$ cat src/rtl/pulse_pkg.sv
// Shared definitions for the pulse configuration link: field widths,
// byte count and the SPI configuration master state encoding.
package pulse_pkg;

    localparam int HIGH_W     = 24;
    localparam int LOW_W      = 40;
    localparam int CONF_W     = 64;
    localparam int CONF_BYTES = 8;

    typedef enum logic [2:0] {
        ST_IDLE,
        ST_CS_SETUP,
        ST_SHIFT,
        ST_BYTE_GAP,
        ST_CS_HOLD,
        ST_DONE
    } spi_state_t;

    function automatic int max3(input int a, input int b, input int c);
        int m;
        m = (a > b) ? a : b;
        return (m > c) ? m : c;
    endfunction

endpackage

$ cat src/rtl/spi_byte_shifter.sv
// Mode-0 byte serializer: SCLK high CLK_DIV cycles then low CLK_DIV
// cycles per bit, MSB first, MOSI advancing on each falling edge.
// Ports: i_clk, i_reset (sync, active-low), i_load/i_byte start a byte,
//   i_next_msb is shifted in behind the byte so MOSI already shows the
//   following byte's MSB once the last bit has fallen;
//   o_spi_clk, o_mosi, o_byte_done (1-cycle, last low phase ending).
module spi_byte_shifter #(
    parameter int CLK_DIV = 4
) (
    input  logic       i_clk,
    input  logic       i_reset,
    input  logic       i_load,
    input  logic [7:0] i_byte,
    input  logic       i_next_msb,
    output logic       o_spi_clk,
    output logic       o_mosi,
    output logic       o_byte_done
);

    localparam int CW = (CLK_DIV > 1) ? $clog2(CLK_DIV) : 1;
    localparam logic [CW-1:0] CNT_LAST = CW'(CLK_DIV - 1);

    logic [CW-1:0] r_cnt;
    logic [2:0]    r_bit;
    logic [7:0]    r_sr;
    logic          r_active;
    logic          r_sclk;
    logic          w_tick;

    assign w_tick      = r_active && (r_cnt == CNT_LAST);
    assign o_byte_done = w_tick && !r_sclk && (r_bit == 3'd7);
    assign o_spi_clk   = r_sclk;
    assign o_mosi      = r_sr[7];

    always_ff @(posedge i_clk) begin
        if (!i_reset) begin
            r_cnt    <= '0;
            r_bit    <= '0;
            r_sr     <= '0;
            r_active <= 1'b0;
            r_sclk   <= 1'b0;
        end else if (i_load) begin
            r_cnt    <= '0;
            r_bit    <= '0;
            r_sr     <= i_byte;
            r_active <= 1'b1;
            r_sclk   <= 1'b1;
        end else if (r_active) begin
            if (w_tick) begin
                r_cnt <= '0;
                if (r_sclk) begin
                    r_sclk <= 1'b0;
                    r_sr   <= {r_sr[6:0], i_next_msb};
                end else if (r_bit == 3'd7) begin
                    r_active <= 1'b0;
                end else begin
                    r_bit  <= r_bit + 3'd1;
                    r_sclk <= 1'b1;
                end
            end else begin
                r_cnt <= r_cnt + 1'b1;
            end
        end
    end

endmodule

$ cat src/rtl/spi_conf_master.sv
// SPI master sending the 64-bit pulse word {high, low} as 8 bytes, MSB first.
// Ports: i_clk, i_reset (sync, active-low), i_start, i_high_time[23:0],
//   i_low_time[39:0]; o_busy, o_done, o_spi_clk, o_spi_nCS, o_spi_mosi.
// Option macro SPI_CONF_CS_PER_BYTE_EN: nCS released in every byte gap.
module spi_conf_master
    import pulse_pkg::*;
#(
    parameter int CLK_DIV    = 4,
    parameter int CS_SETUP   = 2,
    parameter int GAP_CYCLES = 16,
    parameter int CS_HOLD    = 2
) (
    input  logic              i_clk,
    input  logic              i_reset,
    input  logic              i_start,
    input  logic [HIGH_W-1:0] i_high_time,
    input  logic [LOW_W-1:0]  i_low_time,
    output logic              o_busy,
    output logic              o_done,
    output logic              o_spi_clk,
    output logic              o_spi_nCS,
    output logic              o_spi_mosi
);

    localparam int TMAX = max3(CS_SETUP, GAP_CYCLES, CS_HOLD);
    localparam int TW   = $clog2(TMAX + 1);

    spi_state_t        r_state;
    spi_state_t        w_next;
    logic [CONF_W-1:0] r_word;
    logic [2:0]        r_byte;
    logic [TW-1:0]     r_tcnt;
    logic              r_done;
    logic              w_load;
    logic              w_byte_done;
    logic              w_sh_mosi;
    logic              w_gap_cs;

    spi_byte_shifter #(
        .CLK_DIV(CLK_DIV)
    ) u_shifter (
        .i_clk      (i_clk),
        .i_reset    (i_reset),
        .i_load     (w_load),
        .i_byte     (r_word[CONF_W-1 -: 8]),
        .i_next_msb (r_word[CONF_W-1]),
        .o_spi_clk  (o_spi_clk),
        .o_mosi     (w_sh_mosi),
        .o_byte_done(w_byte_done)
    );

    always_ff @(posedge i_clk) begin
        if (!i_reset) r_state <= ST_IDLE;
        else          r_state <= w_next;
    end

    // w_load fires on the same edge the FSM enters SHIFT, so the first
    // SCLK rise lands exactly CS_SETUP / GAP_CYCLES after the wait began.
    always_comb begin
        w_next = r_state;
        w_load = 1'b0;
        unique case (r_state)
            ST_IDLE: begin
                if (i_start) w_next = ST_CS_SETUP;
            end
            ST_CS_SETUP: begin
                if (r_tcnt == TW'(CS_SETUP - 1)) begin
                    w_next = ST_SHIFT;
                    w_load = 1'b1;
                end
            end
            ST_SHIFT: begin
                if (w_byte_done)
                    w_next = (r_byte == 3'd7) ? ST_CS_HOLD : ST_BYTE_GAP;
            end
            ST_BYTE_GAP: begin
                if (r_tcnt == TW'(GAP_CYCLES - 1)) begin
`ifdef SPI_CONF_CS_PER_BYTE_EN
                    w_next = ST_CS_SETUP;
`else
                    w_next = ST_SHIFT;
                    w_load = 1'b1;
`endif
                end
            end
            ST_CS_HOLD: begin
                if (r_tcnt == TW'(CS_HOLD - 1)) w_next = ST_DONE;
            end
            ST_DONE: begin
                w_next = ST_IDLE;
            end
            default: begin
                w_next = ST_IDLE;
            end
        endcase
    end

    // The word register shifts a byte out as each byte is loaded, so its
    // MSB is always the next byte's first bit.
    always_ff @(posedge i_clk) begin
        if (!i_reset) begin
            r_word <= '0;
            r_byte <= '0;
            r_tcnt <= '0;
            r_done <= 1'b0;
        end else begin
            if (w_next != r_state || r_state == ST_IDLE) r_tcnt <= '0;
            else                                          r_tcnt <= r_tcnt + 1'b1;
            r_done <= (r_state == ST_DONE);
            if (r_state == ST_IDLE && i_start)
                r_word <= {i_high_time, i_low_time};
            else if (w_load)
                r_word <= {r_word[CONF_W-9:0], 8'h00};
            if (w_byte_done) r_byte <= r_byte + 3'd1;
        end
    end

`ifdef SPI_CONF_CS_PER_BYTE_EN
    assign w_gap_cs = (r_state == ST_BYTE_GAP);
`else
    assign w_gap_cs = 1'b0;
`endif

    assign o_busy     = (r_state != ST_IDLE);
    assign o_done     = r_done;
    assign o_spi_nCS  = (r_state == ST_IDLE) || (r_state == ST_DONE) || w_gap_cs;
    assign o_spi_mosi = (r_state == ST_CS_SETUP || r_state == ST_BYTE_GAP)
                        ? r_word[CONF_W-1] : w_sh_mosi;

endmodule

$ cat config.mk
export PLATFORM = sky130hd
export DESIGN_NAME = spi_conf_master
export DESIGN_NICKNAME = d
export VERILOG_FILES = /design/src/rtl/pulse_pkg.sv /design/src/rtl/spi_byte_shifter.sv /design/src/rtl/spi_conf_master.sv
export SDC_FILE = /design/constraint.sdc
export NUM_CORES = 1
export LEC_CHECK = 0
export BUFFER_PORTS_ARGS = -buffer_cell sky130_fd_sc_hd__buf_4
export CAP_MARGIN = 5
export CORE_MARGIN = 2
export CORE_UTILIZATION = 50
export CTS_CLUSTER_DIAMETER = 200
export DETAILED_ROUTE_END_ITERATION = 12
export PLACE_DENSITY = 0.81
export SLEW_MARGIN = 20
export SYNTH_ARGS = -nofsm -noshare
export SYNTH_HDL_FRONTEND = slang
export SYNTH_SLANG_ARGS = --single-unit
export TNS_END_PERCENT = 5
$ cat constraint.sdc
create_clock -name i_clk -period 4.39 [get_ports i_clk]
set_input_delay 0.6585 -clock i_clk [delete_from_list [all_inputs] [get_ports i_clk]]
set_output_delay 0.6585 -clock i_clk [all_outputs]
set_load 0.05 [all_outputs]
### Word level (Yosys, flattened, before mapping)

Cells that the tools add are included.

* flip-flop bits (word level): 91
* bits of input ports: 67
* output and inout bits: 5
* word-level logic and storage cells: 74

* add/sub/neg operators: 4
* eq/ne operators: 11
* muxes and demuxes: 27
* bitwise logic cells: 3
* reductions and logical operators: 19

Operators with widths (number)
* 64-bit 2-to-1 mux: 2
* 8-bit 2-to-1 mux: 4
* 3-bit 2-to-1 mux: 6
* 3-bit one-hot mux with 5 select lines: 1
* 3-bit equality test, second input constant: 4
* 1-bit 2-to-1 mux: 12
* 2-bit nonzero test: 4
* 3-bit by 1-bit adder with 3-bit output, second input constant: 2
* 3-bit by 2-bit equality test with 1-bit output, second input constant: 2
* 5-bit by 1-bit adder with 5-bit output, second input constant: 1
* 5-bit by 1-bit equality test with 1-bit output, second input constant: 1
* 5-bit by 4-bit equality test with 1-bit output, second input constant: 1
* 1-bit logical AND: 4
* 4-bit AND reduction: 1
* 2-bit OR reduction: 2
* 3-bit by 1-bit equality test with 1-bit output, second input constant: 1
* 3-bit zero test: 1
* 1-bit logical OR: 3
* 3-bit != test: 1
* 1-bit inverter: 3
* 3-bit AND reduction: 1
* 3-bit nonzero test: 1
* 2-bit by 1-bit adder with 2-bit output, second input constant: 1
* 2-bit equality test, second input constant: 1
* 4 further kinds: 4

### Logic depth before layout (Yosys ltp)

Gate-level depths: netlist of run 1.

* depth after elaboration: 9
* mapped depth: 8
* gate-level depth less buffers: 7

### Hierarchy

From an unflattened synthesis of run 1, not the netlist that was laid out.

* cell total of the unflattened synthesis: 496
* area, all modules: 4282.9 um^2

Modules (own cells, without submodules)
* spi_conf_master: times used 1, cells each 428, area each 3622.2 um^2, seq. area each 1521.5 um^2
* spi_byte_shifter: times used 1, cells each 68, area each 660.6 um^2, seq. area each 300.3 um^2

### Least setup slack after synthesis of run 1

Ideal clock, no wire load.

* path type: register -> output
* from: reg r_state[0]
* to: out o_spi_nCS
* data arrival time: 2.063 ns
* required time: 3.732 ns
* setup slack: 1.669 ns
* stages on the path, launching flop included: 6
* buffers on the path: 3
* path through: dfxtp_1 -> buf_2 -> nor2b_1 -> buf_2 -> buf_1 -> nor3_1

* word-level cells in the longest chain between the ends: 2
* elaborated cells between the ends (all ways): 3
* classes of those cells: eq/ne (1); reduce/logical (2)

RTL lines
* start, declared: RTL line spi_conf_master.sv:28 `spi_state_t r_state;`
* start signal, assigned: RTL line spi_conf_master.sv:54 `else r_state <= w_next;`
* 3-bit equality test / 3-bit zero test (equally long branches): RTL line spi_conf_master.sv:126 `assign o_spi_nCS = (r_state == ST_IDLE) || (r_state == ST_DONE) || w_gap_cs;`
* 1-bit logical OR *: RTL line spi_conf_master.sv:126
* end, declared: RTL line spi_conf_master.sv:21 `output logic o_spi_nCS,`

Every way passes the cells marked *; elsewhere a longest branch is shown, timed or not.

### Final worst setup path of run 1

* from: reg r_state[2]
* to: out o_spi_mosi

* word-level cells in the longest chain between the ends: 3
* elaborated cells between the ends (all ways): 4
* classes of those cells: eq/ne (2); mux (1); reduce/logical (1)

RTL lines
* 3-bit by 1-bit equality test with 1-bit output / 3-bit by 2-bit equality test with 1-bit output (equally long branches): RTL line spi_conf_master.sv:127 `assign o_spi_mosi = (r_state == ST_CS_SETUP || r_state == ST_BYTE_GAP)`
* 1-bit logical OR *: RTL line spi_conf_master.sv:127
* 1-bit 2-to-1 mux *: RTL line spi_conf_master.sv:128 `? r_word[CONF_W-1] : w_sh_mosi;`
* end, declared: RTL line spi_conf_master.sv:22 `output logic o_spi_mosi`

Marked as above.

==> summary.txt, run 1 <==
Outcome
  – Status: finished clean

GRT
  – All-Layer GR Usage: 0.221
  – First-pass GRT wire length: 16,000 um
  – GR peak layer: met2
  – Vias in the first global route: 3,435
  – Antenna violations before repair: 0
  – M3 GR Usage: 0.0435
  – Largest net degree at the start of global routing: 63
  – Met1 usage: 0.300
  – Total grt overflow: 0
  – Met2 usage: 0.358

CTS
  – Clock Latency Late Sink: 0.37 ns
  – Post-CTS setup buffers: 0
  – CTS Buf Count: 9
  – Gates resized, CTS repair: 0
  – Max Root-Sink Buffers: 2
  – H-tree levels: 3
  – CTS clk-pin slew, worst paths: 0.09 ns
  – CTS tree: yes
  – Root Buffer: clkbuf_8
  – # hold bufs at CTS: 0
  – CTS sink count: 91

Critical path
  – Crit path kind: flip-flop to output pin
  – CP Capture Type: output pin
  – CP required: 3.73 ns
  – R2R Setup Slk: 1.56 ns
  – Crit-path max FO: 62
  – Beginning of the critical path: r_state[2]$_SDFF_PN0_
  – End point of the critical path: o_spi_mosi
  – Worst reg2reg path endpoint: u_shifter.r_sr[0]$_SDFFE_PN0P_
  – Worst-path cell chain: nand2b_1 > buf_4 > nand2_1 > nand2_1 > buf_4
  – Worst path slowest cell: dfxtp_1
  – Critical Path Stages: 5
  – Reg2Reg Launch Point: r_tcnt[0]$_SDFF_PP0_
  – Worst Path Arrival: 2.39 ns
  – CP max stage delay: 0.97 ns
  – Crit path max-delay family: flip-flops
  – Reg2reg path depth: 5
  – Startpoint Class: flip-flop
  – Crit path buffers/inverters: 2

Hold path
  – Worst hold start: r_byte[2]$_SDFFE_PN0N_
  – Number of cells on the worst hold path: 2
  – Hold Crit Class: flip-flop to flip-flop

STA
  – Final Critical Period: 3.05 ns
  – RSZ-0062 raised after global routing: false
  – Final slew viol count: 0
  – Max Freq: 0.328 GHz
  – Final setup fails: 0
  – Max_slew headroom: 0.327
  – Worst-Margin Slew: 1.00 ns
  – TNS Setup: 0 ns
  – Worst-case clock skew: 0.0136 ns
  – Post-route clock period utilization: 0.695
  – Fin. Hold Viols: 0
  – Min Hold Slack: 0.476 ns

Power and ir drop
  – Clock power frac: 0.298
  – Net Sw Frac: 0.306
  – Cell Pwr Density: 367 nW/um^2
  – Reg power frac: 0.517
  – Power, Total: 0.00179 W
  – Pint: 0.00124 W
  – Leakage power: 1.83 nW
  – NetSw: 0.000549 W
  – Peak VDD IR: 0.197 mV
  – Combinational power share: 0.185

Routing
  – Iteration count of the initial detailed-routing pass: 6
  – Vias per inst: 6.04
  – Via count: 3,923
  – First DRT Iteration DRCs: 262
  – Routed length per instance: 15.4 um
  – Final wirelength: 9960 um
  – Post-route ant nets: 0
  – Residual DRC: 0

Layout
  – Util after Layout: 0.598
  – Most frequent cells in the layout: o21ai_0, dfxtp_1, buf_4
  – Commonest non-fill, non-tap cell in the layout: o21ai_0
  – Area grow syn2layout: 16.5%
  – Share of cells above drive strength 1: 0.188
  – N_diodes: 0
  – Fin nets: 614

Yosys
  – Dominant cell type by area after synthesis: dfxtp_1
  – Post-synthesis sequential area ratio: 0.434
  – Synth warnings: 0
  – Dominant synthesized flop cell: dfxtp_1
  – Top cell type's share of synthesized area: 0.434
  – Distinct cells, synth: 39
  – Post-synthesis register bit count: 91
  – Mapped cell area: 4200 sq um
  – Number of flops mapped to enable cells by yosys: 0
  – Synthesized area per cell: 8.31 sq um
  – Mapped Nets: 580
  – Synth Instances: 505
  – Async SR Flop Fraction: 0
  – Synth area leaders: dfxtp_1, o21ai_0, a21oi_1

Die
  – I/O pin count: 72
  – Die width: 95.6 um
  – Die area: 9140 sq um
  – Die height: 95.6 um
  – Starting Density: 0.513
  – CORE AREA: 8180 sq um
  – Core Rows: 33

Placed design
  – Port bufs: 71
  – Placer Congestion: 0.796
  – DP HPWL: 6480 um

Flow run
  – Max cap viols: 0
-- metal layers --
metal | up-vias | routed length (um)
met5 | - | 0
met4 | 0 | 91
met3 | 14 | 572
met2 | 122 | 4990
met1 | 1835 | 4310
li1 | 1952 | -
-- stage by stage --
stage,setup slack (ns),std cells,instance area [sq um]
final,1.34,649,4890
after global routing,1.13,649,4890
after CTS,1.39,649,4880
after detailed placement,1.68,633,4700
after global placement,1.79,633,4700
after floorplan,1.67,505,4200
-- worst reg2reg max path, cell delays in order (launching register included) --
cell and delay (ns):
dfxtp_1 0.40, ha_1 0.17, nor4b_4 0.44, mux2_2 0.89, nand2_1 0.47, a211oi_1 0.34
-- synthesized netlist by cell type, types with 3 or more instances --
master / number
o21ai_0: 115
dfxtp_1: 91
a21oi_1: 70
a31oi_1: 51
clkbuf_1: 35
mux2i_1: 19
nand2_1: 19
buf_2: 16
nor3_1: 11
a211oi_1: 10
ha_1: 8
nor2_1: 7
or3_1: 6
nand3_1: 5
nor4_1: 5
inv_1: 4
nor2b_1: 4
and3_1: 3
nor3b_1: 3
-- layout make-up --
class / count / area (sq um)
Timing Repair Buffer: 76 / 571
Inverter: 5 / 18.8
Clock buffer: 10 / 138
Tap cell: 105 / 131
Sequential cell: 91 / 1820
Clock inverter: 6 / 50.0
Fill cell: 740 / 3290
Multi-Input combinational cell: 356 / 2160
-- kinds of logic (layout without fill, tap and decap cells) --
logic type	Yosys count	after routing	synth area share
multiplexers	21	21	0.0513
buffers and inverters	58	97	0.0584
XOR/XNOR	4	4	0.00835
AO/OA/AOI/OAI	252	252	0.329
adder cells (fa/ha/maj)	8	8	0.0239
flip-flops	91	91	0.434
AND/OR/NAND/NOR	71	71	0.0948
-- power groups by stage --
stage	Combinational [W]	Clock [W]	Sequential, W
final	0.000331	0.000535	0.000927
after CTS	0.000329	0.000538	0.000927
after detailed placement	0.000327	0	0.000946
after floorplan	0.000238	0	0.000931
after global routing	0.000367	0.000578	0.000935
after global placement	0.000319	0	0.000943
-- registers in the layout, summed over array words and instances, names as in the netlist --
name                 cells
r_byte                   3
u_shifter.r_sr           8
u_shifter.r_bit          3
u_shifter.r_active       1
u_shifter.o_spi_clk      1
u_shifter.r_cnt          2
r_tcnt                   5
r_word                  64
o_done                   1
r_state                  3
-- worst min path at each step --
stage / to / slack [ns]
5_1_grt: r_byte[2]$_SDFFE_PN0N_ / 0.50
6_report: r_byte[2]$_SDFFE_PN0N_ / 0.48
3_3_place_gp: r_byte[2]$_SDFFE_PN0N_ / 0.45
2_1_floorplan: r_byte[1]$_SDFFE_PN0N_ / 0.44
3_5_place_dp: r_byte[2]$_SDFFE_PN0N_ / 0.47
4_1_cts: r_byte[2]$_SDFFE_PN0N_ / 0.48
Power figures use the tool's default switching activity.
==> run 2, diff against run 1 <==
- clock period: 4.39 -> 3 ns (I/O delays scaled with it)
==> run 2 against run 1 <==
Routed wire length hardly changed. Die area unchanged. Clock power increased by 59%. Via count is 1.1% lower. Utilization increased by 0.93 points. Sequential cell count stayed put. Final cell count up 0.77%. Critical path type unchanged. Highest routed layer unchanged.
==> summary.txt, run 2 (synthesized netlist as in run 1, its figures left out) <==
Outcome
  – Status: finished clean (unchanged)

Placed design
  – Placed cells: 638 (was 633)
  – Port bufs: 71 (unchanged)
  – Placer Congestion: 0.812 (was 0.796)
  – Post-DP Area: 4760 sq um (was 4700 sq um)
  – DP HPWL: 6420 um (was 6480 um)

Layout
  – Largest register by flop count: r_word (unchanged)
  – Top Registers: r_word x64, u_shifter.r_sr x8, r_tcnt x5 (unchanged)
  – N_diodes: 0 (unchanged)
  – Most frequent cells in the layout: o21ai_0, dfxtp_1, buf_4 (unchanged)
  – Share of cells above drive strength 1: 0.191 (was 0.188)
  – Max reg flops: 64 (unchanged)
  – Util after Layout: 0.607 (was 0.598)
  – Filler cells: 719 (was 740)
  – Commonest non-fill, non-tap cell in the layout: o21ai_0 (unchanged)
  – Final Cell Area: 4960 sq um (was 4890 sq um)
  – Area grow syn2layout: 18.3% (was 16.5%)
  – Finished Layout Cells: 654 (was 649)
  – Fin nets: 619 (was 614)

Routing
  – First DRT Iteration DRCs: 343 (was 262)
  – Iteration count of the initial detailed-routing pass: 5 (was 6)
  – Final wirelength: 9960 um (about the same)
  – Post-route ant nets: 0 (unchanged)
  – Residual DRC: 0 (unchanged)
  – Vias per inst: 5.93 (was 6.04)
  – Via count: 3,879 (was 3,923)
  – Routed length per instance: 15.2 um (was 15.4 um)

GRT
  – Largest net degree at the start of global routing: 54 (was 63)
  – All-Layer GR Usage: 0.225 (was 0.221)
  – Total grt overflow: 0 (unchanged)
  – Vias in the first global route: 3,517 (was 3,435)
  – First-pass GRT wire length: 16,200 um (was 16,000 um)
  – Antenna violations before repair: 0 (unchanged)

STA
  – Final slew viol count: 0 (unchanged)
  – Min Hold Slack: 0.329 ns (was 0.476 ns)
  – Max_slew headroom: 0.342 (was 0.327)
  – Final setup fails: 0 (unchanged)
  – TNS Setup: 0 ns (unchanged)
  – Worst-Margin Slew: 0.986 ns (was 1.00 ns)
  – Max Freq: 0.381 GHz
  – Post-route clock period utilization: 0.875
  – Final Critical Period: 2.63 ns
  – Worst-case clock skew: 0.0128 ns (was 0.0136 ns)
  – Fin. Hold Viols: 0 (unchanged)
  – RSZ-0062 raised after global routing: false (unchanged)

Die
  – Starting Density: 0.513 (unchanged)
  – Die area: 9140 sq um (unchanged)
  – Die width: 95.6 um (unchanged)
  – Die height: 95.6 um (unchanged)
  – CORE AREA: 8180 sq um (unchanged)
  – I/O pin count: 72 (unchanged)
  – Core Rows: 33 (unchanged)

Power and ir drop
  – Cell Pwr Density: 546 nW/um^2 (was 367 nW/um^2)
  – Combinational power share: 0.184 (was 0.185)
  – Leakage power: 1.88 nW (was 1.83 nW)
  – Pint: 0.00193 W (was 0.00124 W)
  – Reg power frac: 0.501 (was 0.517)
  – Peak VDD IR: 0.254 mV (was 0.197 mV)
  – NetSw: 0.000774 W (was 0.000549 W)
  – Clock power frac: 0.314 (was 0.298)
  – Net Sw Frac: 0.286 (was 0.306)

CTS
  – Post-CTS setup buffers: 0 (unchanged)
  – # hold bufs at CTS: 0 (unchanged)
  – Root Buffer: clkbuf_8 (unchanged)
  – H-tree levels: 3 (unchanged)
  – CTS tree: yes (unchanged)
  – Gates resized, CTS repair: 0 (unchanged)
  – CTS Buf Count: 9 (unchanged)
  – Clock Latency Late Sink: 0.36 ns (was 0.37 ns)
  – CTS sink count: 91 (unchanged)
  – CTS clk-pin slew, worst paths: 0.09 ns (about the same)
  – Max Root-Sink Buffers: 2 (unchanged)

Critical path
  – CP required: 2.55 ns (was 3.73 ns)
  – Worst Path Arrival: 2.18 ns (was 2.39 ns)
  – Crit path kind: flip-flop to output pin (unchanged)
  – Crit-path max FO: 32 (was 62)
  – Startpoint Class: flip-flop (unchanged)
  – CP Capture Type: output pin (unchanged)

Flow run
  – Max cap viols: 0 (unchanged)

Hold path
  – Hold Crit Class: input port to flip-flop (was flip-flop to flip-flop)
==> run 2: cell count changes in the layout (fill, tap and decap cells not counted), moves of 2 or more <==
cell | previous run | this run
clkinv_4 | 3 | 1
clkinvlp_4 | 2 | 0
buf_4 | 76 | 79
buf_12 | 0 | 2
clkinv_2 | 0 | 2
==> run 2: metal layers <==
| layer | GRT usage | share of wire |
|---|---|---|
| met2 | 0.365 | 0.49 |
| met5 | 0 | 0 |
| met4 | 0.0857 | 0.015 |
| met1 | 0.304 | 0.44 |
| met3 | 0.0316 | 0.051 |
==> run 2: layout make-up <==
class / instances / area (sq um) / area share
multi-input combinational: 356 / 2150 / 0.434
timing repair buffer: 81 / 633 / 0.128
clock inverter: 4 / 48.8 / 0.00983
sequential: 91 / 1820 / 0.367
inverter: 5 / 18.8 / 0.00378
clock buffer: 12 / 155 / 0.0313
tap: 105 / 131 / 0.0265
==> run 2: power by group through the flow <==
| stage | combinational (W) | sequential [W] | clock, W |
|---|---|---|---|
| after floorplan | 0.000348 | 0.00136 | 0 |
| after global placement | 0.000485 | 0.00138 | 0 |
| after detailed placement | 0.000495 | 0.00138 | 0 |
| after CTS | 0.000498 | 0.00136 | 0.000864 |
| after global routing | 0.000557 | 0.00137 | 0.000909 |
| final | 0.000500 | 0.00136 | 0.000851 |
==> run 2: worst paths after layout <==
kind,startpoint,to,slack (ns),depth (start not counted)
worst max-delay path,r_state[2]$_SDFF_PN0_,o_spi_nCS,0.37,3
worst min-delay path,i_low_time[6],r_word[6]$_SDFFE_PN0P_,0.33,3
worst max register to register,r_tcnt[0]$_SDFF_PP0_,r_word[22]$_SDFFE_PN0P_,0.64,6
worst min register to register,r_byte[2]$_SDFFE_PN0N_,r_byte[2]$_SDFFE_PN0N_,0.47,2
==> run 2: worst max-delay path, cell delays in order (launching register included) <==
cell and delay, ns:
dfxtp_1 0.98, nor2b_4 0.28, nor3_1 0.31, buf_4 0.25
==> run 2: stage by stage <==
stage	power, W	setup WS [ns]
after floorplan	0.00171	0.487
after global placement	0.00187	0.784
after detailed placement	0.00188	0.731
after CTS	0.00272	0.351
after global routing	0.00284	0.142
final	0.00271	0.374
